[src/rtl/write_back_unit.sv]
// write_back_unit
//   Final stage of the integer pipeline. It selects the value to be written
//   to the register file and, for loads, formats the raw memory word. It
//   then registers the value, the destination index and the write enable.
//
// Ports
//   clk          : single clock, rising-edge active
//   rst_n        : asynchronous active-low reset (registered outputs only)
//   wb_sel       : source select 00 ALU, 01 immediate, 10 load, 11 PC+4
//   alu_result   : ALU output
//   immediate    : decoded immediate (LUI path)
//   mem_data     : raw aligned load word from data memory
//   pc_next      : return address for JAL/JALR
//   load_funct3  : load type (LB/LH/LW/LBU/LHU)
//   load_addr_lo : byte offset of the load address
//   rd_addr_i    : destination register index
//   reg_we_i     : register write request
//   stall        : hold registered outputs
//   flush        : squash registered outputs (wins over stall)
//   write_data   : combinational selected write-back value
//   wb_data      : registered write_data
//   wb_rd_addr   : registered destination index
//   wb_we        : registered write enable, never set for x0
module write_back_unit #(
    parameter int XLEN = 32
) (
    input  logic            clk,
    input  logic            rst_n,
    input  logic [1:0]      wb_sel,
    input  logic [XLEN-1:0] alu_result,
    input  logic [XLEN-1:0] immediate,
    input  logic [XLEN-1:0] mem_data,
    input  logic [XLEN-1:0] pc_next,
    input  logic [2:0]      load_funct3,
    input  logic [1:0]      load_addr_lo,
    input  logic [4:0]      rd_addr_i,
    input  logic            reg_we_i,
    input  logic            stall,
    input  logic            flush,
    output logic [XLEN-1:0] write_data,
    output logic [XLEN-1:0] wb_data,
    output logic [4:0]      wb_rd_addr,
    output logic            wb_we
);

    localparam logic [1:0] REG_WB_ALU_OUT = 2'b00;
    localparam logic [1:0] REG_WB_IMM_DAT = 2'b01;
    localparam logic [1:0] REG_WB_MEM_DAT = 2'b10;
    localparam logic [1:0] REG_WB_PC_NEXT = 2'b11;

    localparam logic [2:0] F3_LB  = 3'b000;
    localparam logic [2:0] F3_LH  = 3'b001;
    localparam logic [2:0] F3_LBU = 3'b100;
    localparam logic [2:0] F3_LHU = 3'b101;

    // Extracts the addressed byte or halfword and sign- or zero-extends it.
    // LW and any unlisted funct3 pass the word through untouched.
    function automatic logic [XLEN-1:0] format_load(
        input logic [XLEN-1:0] word,
        input logic [2:0]      funct3,
        input logic [1:0]      lo
    );
        logic [7:0]  byte_sel;
        logic [15:0] half_sel;
        byte_sel = word[lo*8 +: 8];
        // Only bit 1 of the offset picks the halfword; bit 0 is ignored.
        half_sel = lo[1] ? word[31:16] : word[15:0];
        case (funct3)
            F3_LB:   format_load = {{(XLEN-8){byte_sel[7]}}, byte_sel};
            F3_LBU:  format_load = {{(XLEN-8){1'b0}}, byte_sel};
            F3_LH:   format_load = {{(XLEN-16){half_sel[15]}}, half_sel};
            F3_LHU:  format_load = {{(XLEN-16){1'b0}}, half_sel};
            default: format_load = word;
        endcase
    endfunction

    logic [XLEN-1:0] wb_data_p1;
    logic [4:0]      wb_rd_addr_p1;
    logic            vld_p1;

    // Stage 0: combinational source select, independent of clock and reset.
    always_comb begin
        write_data = alu_result;
        case (wb_sel)
            REG_WB_ALU_OUT: write_data = alu_result;
            REG_WB_IMM_DAT: write_data = immediate;
            REG_WB_MEM_DAT: write_data = format_load(mem_data, load_funct3, load_addr_lo);
            REG_WB_PC_NEXT: write_data = pc_next;
            default:        write_data = alu_result;
        endcase
    end

    // Stage 0 -> 1: register the write-back; flush beats stall.
    always_ff @(posedge clk or negedge rst_n) begin
        if (!rst_n) begin
            wb_data_p1    <= '0;
            wb_rd_addr_p1 <= '0;
            vld_p1        <= 1'b0;
        end else if (flush) begin
            wb_data_p1    <= '0;
            wb_rd_addr_p1 <= '0;
            vld_p1        <= 1'b0;
        end else if (!stall) begin
            wb_data_p1    <= write_data;
            wb_rd_addr_p1 <= rd_addr_i;
            // x0 is hardwired to zero, so a write to it is dropped here.
            vld_p1        <= reg_we_i && (rd_addr_i != 5'd0);
        end
    end

    assign wb_data    = wb_data_p1;
    assign wb_rd_addr = wb_rd_addr_p1;
    assign wb_we      = vld_p1;

endmodule

[config.mk]
export PLATFORM = sky130hd
export DESIGN_NAME = write_back_unit
export DESIGN_NICKNAME = d
export VERILOG_FILES = /design/src/rtl/write_back_unit.sv
export SDC_FILE = /design/constraint.sdc
export NUM_CORES = 1
export LEC_CHECK = 0
export ABC_AREA = 1
export BUFFER_PORTS_ARGS = -buffer_cell sky130_fd_sc_hd__buf_2
export CORE_MARGIN = 3
export CORE_UTILIZATION = 35
export DETAILED_ROUTE_END_ITERATION = 10
export PLACE_DENSITY = 0.76
export SETUP_SLACK_MARGIN = 0.5
export SLEW_MARGIN = 20
export SYNTH_ARGS = -nofsm -noshare
export SYNTH_HDL_FRONTEND = slang
export SYNTH_SLANG_ARGS = --single-unit
[constraint.sdc]
create_clock -name clk -period 2 [get_ports clk]
set_input_delay 0.4 -clock clk [delete_from_list [all_inputs] [get_ports clk]]
set_output_delay 0.4 -clock clk [all_outputs]
set_load 0.03 [all_outputs]
[Word-level counts from Yosys, hierarchy flattened]
Cells that the tools add are included.
Storage, ports and cells
  register bits after elaboration: 38
  word-level logic and storage cells: 24
Cells by class
  reductions and logical operators: 4
  eq/ne operators: 7
  muxes and demuxes: 9
  shift-type cells: 1
Operator list (number)
  $pmux W32 S4: 2
  $mux W32: 2
  $shiftx A32 B6 Y8: 1
  $mux W16: 1
  $mux W5: 2
  $eq A3 B3 Y1 const B: 2
  $reduce_bool A5 Y1: 1
  $eq A2 B2 Y1 const B: 2
  $eq A3 B1 Y1 const B: 1
  $logic_not A3 Y1: 1
  $eq A2 B1 Y1 const B: 1
  $logic_not A2 Y1: 1
  $mux W1: 2
  $ne A2 B1 Y1 const B: 1
  $logic_and A1 B1 Y1: 1

[Longest topological paths before layout]
  depth after elaboration: 5
  depth in mapped cells: 11
  mapped depth without buffers: 10

[Worst setup path before layout]
Ideal clock, no wire load.
  path kind: input to output
  start point: input port wb_sel[0]
  end point: output port write_data[22]
  cell stages on the path: 8
  slack: -0.283 ns
  buffers on the path: 3
  arrival: 1.883 ns
  path through: buf_2 -> nor2_2 -> inv_2 -> buf_2 -> buf_6 -> nor2_1 -> nand2_1 -> a21boi_0
Between the ends
  longest elaborated chain between the ends: 2
RTL lines
  start: declaration: line 29  | input logic [1:0] wb_sel,
  $eq A2 B2 Y1 (tied with other cells): line 84  | case (wb_sel)
  $pmux W32 S4 *: line 84
  end: declaration: line 40  | output logic [XLEN-1:0] write_data,
Every way passes the cells marked *; elsewhere a longest branch is shown, timed or not.

[Worst setup path after layout]
  start point: input port load_addr_lo[1]
  end point: output port write_data[11]
Between the ends
  longest elaborated chain between the ends: 3
RTL lines
  start: declaration: line 35  | input logic [1:0] load_addr_lo,
  $shiftx A32 B6 Y8 / $mux W16 (equally long branches): line 65, 67
  $pmux W32 S4 *: line 68  | case (funct3)
  $pmux W32 S4 *: line 84
Marks and branches as above.

==> results_dict.tcl <==
set metrics [dict create \
    outcome "completed" \
    drt-pass1-iter-count 5 \
    tightest_slew_ns 0.532 \
    fill_cells 775 \
    synth_edf_count 0 \
    syn2layout_area_growth_pct 91.0 \
    grt_max_degree 39 \
    cts.clk_slew.worst_paths_ns 0.08 \
    finalCritPeriodShare_pct 97.8 \
    worstSetupEndpointType "output pin" \
    drive_above_1_share_pct 54.9 \
    p_total_uw 3280 \
    rsz0062_at_grt "yes" \
    syn_inst 577 \
    cts_tree "built" \
    cts_root_buf "clkbuf_8" \
    cp.arrival_ns 1.56 \
    dp_cells 934 \
    groute.usage.overall_pct 28.6 \
    place.gp.congestion 0.943 \
    synth_area_leader_cell "dfrtp_1" \
    cts_sinks 38 \
    ant_nets 0 \
    ys_seq_area_share_pct 27.9 \
    drv_slew 0 \
    drt_iter0_drc 368 \
    synth.avg_cell_area_um2 5.90 \
    port_buffers 214 \
    fp.dieW_um 105 \
    die_h_um 105 \
    dieArea_mm2 0.0109 \
    finalSetupViolations 0 \
    num_antenna_cells 0 \
    clock.fmax_mhz 511 \
    slew_headroom_pct 64.6 \
    powerDensity_mw_per_mm2 504 \
    routed_via_density 5.28 \
    htreeDepth 2 \
    skew_ns 0 \
    initial_core_util_pct 36.5 \
    wl_per_cell_um 17.4 \
    ios 215 \
    grt_pass1_vias 5033 \
    leakagePower_uw 0.00373 \
    hpwl_mm 11.9 \
    path_max_fanout 8 \
    critPathKind "in2out" \
    yosys-top-cells-area "dfrtp_1 (28%), nand2_1 (27%), nand3_1 (7.9%)" \
    vdd_ir_drop_max_mv 0.344 \
    synth_flop_cell "dfrtp_1" \
    routed_wl_mm 16.8 \
    synth_fp_nets 722 \
    synth_top_area_share_pct 27.9 \
    post-route-drc-count 0 \
    final-hold-violation-count 0 \
    clk_latency_ns 0.29 \
    core_area_mm2 0.00933 \
    antenna_found_initial 0 \
    vias 5120 \
    synthArstFlopShare_pct 100 \
    fin_cells 969 \
    critPathRequiredTime_ns 1.60 \
    grt_overflow 0 \
    period_needed_ns 1.96 \
    cts.path.max_buffers 2 \
    final_nets 984 \
    rows 35 \
    syn_area_mm2 0.00340 \
    drv_cap 0 \
    cts_buffers 5 \
    ys_seq_elements 38 \
    grt_pass1_wl_mm 25.2 \
    holdWs_ns 0.150 \
    hold_class "in2async" \
    synth_warnings 0 \
    synth_cell_types 26 \
    critPathLaunchType "primary input" \
]
[cell usage in the layout (no fill, tap or decap), types with 2 or more instances in the layout]
cell type / n
buf_12: 9
buf_6: 38
nand3_1: 44
nand4_1: 2
nor2_4: 8
inv_6: 3
or2_2: 28
nor2_2: 11
nor2_1: 24
buf_4: 58
inv_1: 24
dfrtp_1: 38
nand2_2: 6
o211ai_1: 2
bufinv_16: 2
a22o_1: 2
nand2_1: 197
nand3_2: 8
buf_8: 2
o21ai_2: 6
inv_8: 3
o21ai_0: 8
nand2_8: 4
a21oi_1: 3
a31oi_1: 2
inv_2: 6
nand3_4: 2
a21oi_2: 12
or2_4: 3
a21boi_4: 30
nand2_4: 37
o22ai_1: 4
o21ai_1: 27
clkbuf_8: 5
buf_2: 175
[critical path: stages]
cell	delay (ns)
buf_12	0.10
inv_6	0.04
nand2_4	0.06
nand3_2	0.09
nand2_2	0.12
nand2_4	0.12
buf_12	0.18
nand2_4	0.07
nand2_4	0.06
a21boi_4	0.16
buf_6	0.14
[area by class of cell]
cell class	instances	area [um^2]	area share [%]
clock buffers	5	68.8	1.06
clock inverters	3	68.8	1.06
inverters	36	175	2.69
multi-input cells	473	3080	47.4
flip-flops and latches	38	951	14.6
well taps	129	161	2.48
repair buffers	283	1970	30.4
repair inverters	2	20.0	0.308
[report_power, final]
part / switching, uW / internal, uW / total, uW
Combinational: 932 / 672 / 1600
Clock: 317 / 501 / 818
Sequential: 32.0 / 822 / 853
[per-stage QoR]
| step | area (um^2) | utilization (%) | TNS (ns) | setup WS (ns) |
|---|---|---|---|---|
| 4_1_cts | 6130 | 65.7 | 0 | 0.0902 |
| 5_1_grt | 6500 | 69.7 | 0 | 0.00313 |
| 3_5_place_dp | 5330 | 57.1 | -1.69 | -0.114 |
| 2_1_floorplan | 3950 | - | 0 | 0.188 |
| 6_report | 6500 | 69.7 | 0 | 0.0434 |
| 3_3_place_gp | 5330 | 57.1 | -0.858 | -0.0977 |
[routing by layer]
| metal | global-route usage [%] | vias to the layer above | wire length (um) |
|---|---|---|---|
| met4 | 9.28 | 0 | 612 |
| met3 | 7.54 | 57 | 1600 |
| met2 | 48.6 | 303 | 8340 |
| met1 | 35.2 | 2388 | 6280 |
| met5 | 0 | - | 0 |
| li1 | - | 2372 | - |
[registers in the layout, summed over array words and instances, names as in the netlist]
signal,count
wb_data,32
wb_rd_addr,5
wb_we,1
[kinds of logic after synthesis]
logic type / synth area share [%]
AND/OR/NAND/NOR: 46.3
AO/OA/AOI/OAI: 17.4
buffers and inverters: 8.38
flip-flops: 27.9
[cells in the mapped netlist (2+ instances only)]
| library cell | number |
|---|---|
| nand2_1 | 241 |
| nand3_1 | 54 |
| nor2_1 | 42 |
| o21ai_0 | 41 |
| dfrtp_1 | 38 |
| inv_1 | 32 |
| or2_2 | 31 |
| a21boi_0 | 21 |
| clkbuf_1 | 20 |
| a21oi_1 | 15 |
| a21boi_1 | 10 |
| buf_2 | 4 |
| o22ai_1 | 4 |
| buf_1 | 3 |
| buf_6 | 3 |
| inv_2 | 3 |
| a22o_1 | 2 |
| a31oi_1 | 2 |
| nand2_4 | 2 |
| nand4_1 | 2 |
| o211ai_1 | 2 |
[repair_timing]
item                                    CTS  global route
resized for setup                       197            55
endpoints found under the setup margin   32            32
hold buffers                              0             0
gates cloned                              3             1
buffers inserted                          7            16
pin swaps                                38            40
[final timing paths]
kind	start	end	slack, ns	cells after the start
setup / recovery	load_addr_lo[1]	write_data[11]	0.04	11
hold / removal	rst_n	wb_data[23]$_DFFE_PN0P_	0.15	2
setup reg to reg	wb_we$_DFFE_PN0P_	wb_we$_DFFE_PN0P_	1.29	1
hold reg to reg	wb_data[30]$_DFFE_PN0P_	wb_data[30]$_DFFE_PN0P_	0.48	2
max in group asynchronous	rst_n	wb_data[25]$_DFFE_PN0P_	1.48	2
min in group clk	rd_addr_i[3]	wb_rd_addr[3]$_DFFE_PN0P_	0.35	2
Power figures use the tool's default switching activity.
